`src/rtl/hazard_fwd_unit.sv`:
```
// hazard_fwd_unit: operand forwarding and load/VDOT interlock for the 3-cycle execute pipeline
module hazard_fwd_unit (
    input  logic        clk,
    input  logic        rst,
    input  logic [4:0]  rs1Addr_ID,
    input  logic [4:0]  rs2Addr_ID,
    input  logic        rs1Used_ID,
    input  logic        rs2Used_ID,
    input  logic [31:0] rs1Data_RF,
    input  logic [31:0] rs2Data_RF,
    input  logic [4:0]  rdAddr_EXE_Hazard,
    input  logic        regWrite_EXE_Hazard,
    input  logic [2:0]  op_EXE_Hazard,
    input  logic [31:0] ALUOut_EXE_Hazard,
    input  logic [31:0] MemDataOut_EXE_Hazard,
    input  logic [31:0] VDOTOut_EXE_Hazard,
    output logic [31:0] rs1Data_fwd,
    output logic [31:0] rs2Data_fwd,
    output logic        stall_PC,
    output logic        stall_IF_ID,
    output logic        reg_DE_flush,
    output logic [31:0] stallCount
);
    typedef enum logic [1:0] {OP_ALU = 2'd0, OP_MEM = 2'd1, OP_VDOT = 2'd2} op_e;
    typedef struct packed {
        logic        valid;
        logic [4:0]  rd;
        op_e         op;
        logic [31:0] data;
    } slot_t;

    slot_t       slot0;
    slot_t       slot1;
    slot_t       slot2;
    logic [31:0] cnt_q;
    logic [32:0] res1;
    logic [32:0] res2;
    logic        stall;
    logic        unused_op_bit;

    assign unused_op_bit = op_EXE_Hazard[2];

    // Youngest matching slot wins; returns {not_ready, forwarded value}
    function automatic logic [32:0] pick(
        input logic        used,
        input logic [4:0]  rs,
        input logic [31:0] rf,
        input slot_t       s0,
        input slot_t       s1,
        input slot_t       s2,
        input logic [31:0] mem,
        input logic [31:0] vdot
    );
        logic hit;
        hit = used && rs != 5'd0;
        if (hit && s0.valid && s0.rd == rs)
            pick = {s0.op != OP_ALU, s0.data};
        else if (hit && s1.valid && s1.rd == rs)
            pick = {s1.op == OP_VDOT, s1.op == OP_MEM ? mem : s1.data};
        else if (hit && s2.valid && s2.rd == rs)
            pick = {1'b0, s2.op == OP_VDOT ? vdot : s2.data};
        else
            pick = {1'b0, rf};
    endfunction

    // Slot 0 is a view of the EXE taps; op encoding 3 folds into VDOT
    always_comb begin
        slot0.valid = regWrite_EXE_Hazard && rdAddr_EXE_Hazard != 5'd0;
        slot0.rd    = rdAddr_EXE_Hazard;
        slot0.op    = op_EXE_Hazard[1] ? OP_VDOT : op_e'(op_EXE_Hazard[1:0]);
        slot0.data  = ALUOut_EXE_Hazard;
    end

    // Resolve both sources independently, then merge into one interlock
    always_comb begin
        res1         = pick(rs1Used_ID, rs1Addr_ID, rs1Data_RF, slot0, slot1, slot2,
                            MemDataOut_EXE_Hazard, VDOTOut_EXE_Hazard);
        res2         = pick(rs2Used_ID, rs2Addr_ID, rs2Data_RF, slot0, slot1, slot2,
                            MemDataOut_EXE_Hazard, VDOTOut_EXE_Hazard);
        stall        = !rst && (res1[32] || res2[32]);
        rs1Data_fwd  = rst ? rs1Data_RF : res1[31:0];
        rs2Data_fwd  = rst ? rs2Data_RF : res2[31:0];
        stall_PC     = stall;
        stall_IF_ID  = stall;
        reg_DE_flush = stall;
        stallCount   = (cnt_q == 32'hFFFF_FFFF || !stall) ? cnt_q : cnt_q + 32'd1;
    end

    // Shift in-flight results down the pipeline; loads capture RAM data on leaving slot 1
    always_ff @(posedge clk or posedge rst) begin
        if (rst) begin
            slot1 <= '0;
            slot2 <= '0;
        end else begin
            slot2.valid <= slot1.valid;
            slot2.rd    <= slot1.rd;
            slot2.op    <= slot1.op;
            slot2.data  <= slot1.op == OP_MEM ? MemDataOut_EXE_Hazard : slot1.data;
            slot1.valid <= slot0.valid;
            slot1.rd    <= slot0.rd;
            slot1.op    <= slot0.op;
            slot1.data  <= slot0.op == OP_ALU ? slot0.data : 32'd0;
        end
    end

    // Stall counter holds the running total including the current cycle
    always_ff @(posedge clk or posedge rst) begin
        if (rst)
            cnt_q <= 32'd0;
        else
            cnt_q <= stallCount;
    end
endmodule
```
`config.mk`:
```
export PLATFORM = sky130hd
export DESIGN_NAME = hazard_fwd_unit
export DESIGN_NICKNAME = d
export VERILOG_FILES = /design/src/rtl/hazard_fwd_unit.sv
export SDC_FILE = /design/constraint.sdc
export NUM_CORES = 1
export LEC_CHECK = 0
export BUFFER_PORTS_ARGS = -buffer_cell sky130_fd_sc_hd__buf_2
export CAP_MARGIN = 20
export CORE_ASPECT_RATIO = 2
export CORE_MARGIN = 8
export CORE_UTILIZATION = 35
export DETAILED_ROUTE_END_ITERATION = 8
export PLACE_DENSITY = 0.65
export SETUP_SLACK_MARGIN = 0.15
export SKIP_CTS_REPAIR_TIMING = 1
export SYNTH_ARGS = -nofsm -noshare
export SYNTH_HDL_FRONTEND = slang
export SYNTH_SLANG_ARGS = --single-unit
```
`constraint.sdc`:
```
create_clock -name clk -period 10.22 [get_ports clk]
set_input_delay 0.511 -clock clk [delete_from_list [all_inputs] [get_ports clk]]
set_output_delay 0.511 -clock clk [all_outputs]
set_load 0.02 [all_outputs]
```
==> results.md <==
* Syn_nets at 1059
* CTS tree: yes
* Hold depth at 1
* Post-synthesis compound-gate area fraction at between 10% and 20%
* Crit path required time at 9710 ps
* Congestion Overflow GR at 0
* DP HPWL at 19.5 mm
* DIE AREA at 27400 um2
* Post-synth EDFFs at 0
* Slew Limit Headroom at 32.6%
* Root Driver: clkbuf_16
* H-tree Lvls at 3
* Startpoint types: input port
* Starting density of the core at 35.4%
* Clk_lat worst skew at 360 ps
* Via density at 5.36
* R2r startpoint: slot1[36]
* Layout Nets at 1295
* Placed Area at 9330 um2
* Maximum buffer depth of the clock tree at 2
* GRT Util Overall at 19.1%
* Most common flop cell mapped by yosys: dfrtp_1
* Tcrit/Tclk final at 40.3%
* Worst min-delay path class: input port to flip-flop
* Syn_area_per_cell at roughly 8.8 um2
* Async S/R FF share, synth at 100%
* Area delta synth->final at 24.8%
* Max-slew violations at 0
* Layout fillers at roughly 2200
* Final setup fails at 0
* Sequential fraction of the synthesis area at 36.3%
* Post-synthesis mux area share at 18.4%
* Row Count at 77
* Cells after Synth at 875
* Port-buffer cells at 280
* Crit path max fanout at 66
* Core area at roughly 22000 um2
* Final Hold Fails at 0
* Min cycle time layout at 4120 ps
* Post-route ant nets at 0
* Worst-path clk slew at 70 ps
* Status: complete, no violations
* Worst vdd ir at 0.0808 mV
* Sink Count at 112
* Setup repair after global routing missed its margin: no
* Hold_sp: op_EXE_Hazard[1]
* Endpoint type of the worst setup path: primary output
* Tot Pwr at 0.00110 W
* CP arrival at 3610 ps
* Synth unique cells at 44
* Synth Area in Adders at less than 1%
* Leak at 4.70 nW
* Die Ht at 226 um
* Die width at 121 um
* Worst setup path startpoint: rs2Addr_ID[1]
* Main combinational cell family by area after synthesis: multiplexers
* GPL Wtd Cong at 0.875
* Pwr/cell area at approximately 110 nW/um2
* Post-Route Utilization at 44.1%
* Initial antenna violation count at 2
* Worst clock skew at 10.9 ps
* Post-Route WL at 26.5 mm
* DR iter-0 viols at 441
* Clock buffer count from CTS at 9
* Diode count at 0
* Synthesis Warnings at 0
* Synth Area in Simple Gates at 15.2%
* Fmax at between 200 and 250 MHz
* Worst reg2reg path depth at 8
* Setup total negative slack at 0 ps
* Routed length per instance at 19.0 um
* #FFs+latches synth at 112
* Crit Path Class: input port to primary output
* DR pass1 iterations at 5
* First-pass GRT wire length at about 42 mm
* Vias in the first global route at 7819
* Drt drc at 0
* Synth Cell Area at approximately 7700 um2
* Ports at 282
* Share of cells above drive strength 1 at 39.1%
* Xor and xnor fraction of the mapped netlist area at under 10%
* Worst-margin pin slew at 1010 ps
* Via count of the routed design at roughly 7500
* Maxcap violations at 0
* Design Area, Final at 9650 um2
* Largest net degree at the start of global routing at 79
## sequential cells by signal, indices dropped and copies added, names as in the netlist
signal  count
cnt_q      32
slot2      40
slot1      40
## cell usage after synthesis, types with 2 or more instances
master | number | area share (%)
buf_1 | 3 | 0.15
o21ai_0 | 151 | 9.8
nand4b_1 | 2 | 0.23
o21ai_1 | 42 | 2.7
buf_2 | 5 | 0.32
and3_1 | 5 | 0.40
nand4_1 | 9 | 0.73
nor3_1 | 14 | 0.91
nor4_2 | 13 | 2.1
nand3_1 | 19 | 1.2
nor4b_1 | 2 | 0.23
mux2i_1 | 32 | 4.1
nor2b_1 | 3 | 0.24
nand2_1 | 78 | 3.8
xor2_1 | 36 | 4.1
or4_4 | 2 | 0.29
nor4b_2 | 2 | 0.39
nor2_1 | 7 | 0.34
inv_1 | 36 | 1.7
mux2_1 | 2 | 0.29
o21ai_2 | 2 | 0.23
and2_1 | 32 | 2.6
or4_1 | 3 | 0.29
a21oi_1 | 64 | 4.1
buf_6 | 3 | 0.44
xnor2_1 | 24 | 2.7
nor4_1 | 5 | 0.40
buf_4 | 2 | 0.19
nor3b_2 | 2 | 0.32
dfrtp_1 | 112 | 36
clkbuf_1 | 55 | 2.7
mux2_2 | 96 | 14
## cells in the final DEF (no fill, tap or decap), types with 2 or more instances in the layout
cell,count
a21oi_1,64
and2_1,32
and3_1,5
buf_2,279
buf_4,13
bufinv_16,2
clkbuf_16,9
clkinv_2,3
dfrtp_1,112
inv_1,35
inv_6,3
mux2_1,2
mux2_2,96
mux2i_1,32
nand2_1,78
nand3_1,19
nand4_1,9
nand4b_1,2
nor2_1,6
nor2_2,2
nor2b_4,2
nor3_1,12
nor3_2,3
nor3b_2,2
nor4_1,5
nor4_2,13
nor4b_1,2
nor4b_2,2
o21ai_0,151
o21ai_1,42
o21ai_2,2
or4_1,3
or4_4,2
xnor2_1,24
xor2_1,36
## path summary, 6_finish.rpt
| path | slack, ps | endpoint |
|---|---|---|
| max in group asynchronous | 8610 | slot1[29] |
| setup reg to reg | 7400 | cnt_q[28] |
| hold / removal | 300 | slot1[33] |
| hold reg to reg | 420 | slot2[39] |
| setup / recovery | 6100 | stallCount[28] |
| min in group asynchronous | 440 | slot2[22] |
## stage by stage
stage,hold slack (ps),worst slack [ps],cells
2_1_floorplan,374,4470,875
6_report,303,6100,1392
3_3_place_gp,387,6160,1375
5_1_grt,285,5940,1392
4_1_cts,277,6100,1392
3_5_place_dp,396,6110,1376
## layer usage
layer  up-vias  GRT usage, %  routed length, um
li1       3548             -                  -
met1      3543          22.1              11100
met2       338          32.1              12300
met3        32          6.48               2600
met4         2          6.41                456
met5         -             0                 10
## critical path, stage by stage
cell      delay (ps)
buf_2            140
or4_1            510
o21ai_1          330
or4_4            670
a21oi_4          110
a221oi_4         200
buf_4            430
nor4_1           130
mux2_1           360
buf_2            170
## area by class of cell
type	count	area, um2	share of cell area, %
clock buffer	9	225	2.33
sequential	112	2800	29.0
timing repair buffer	293	1510	15.7
tap	276	345	3.58
inverter	36	140	1.45
clock inverter	7	92.6	0.960
multi-input combinational	659	4530	46.9
## cells by family after synthesis
group / count (synthesis)
compound gates: 263
fa+ha+maj: 1
xor+xnor: 60
flops: 112
mux: 130
buf+inv: 104
simple gates: 205
## power by group
part           internal [W]  switching, W  leakage, nW  total (W)
Combinational      0.000102      0.000144         3.06   0.000246
Clock              0.000216      0.000169        0.160   0.000384
Sequential         0.000461     0.0000112         1.48   0.000473
Total              0.000779      0.000324         4.70    0.00110
Note: power is estimated with default switching activity, not from simulation.
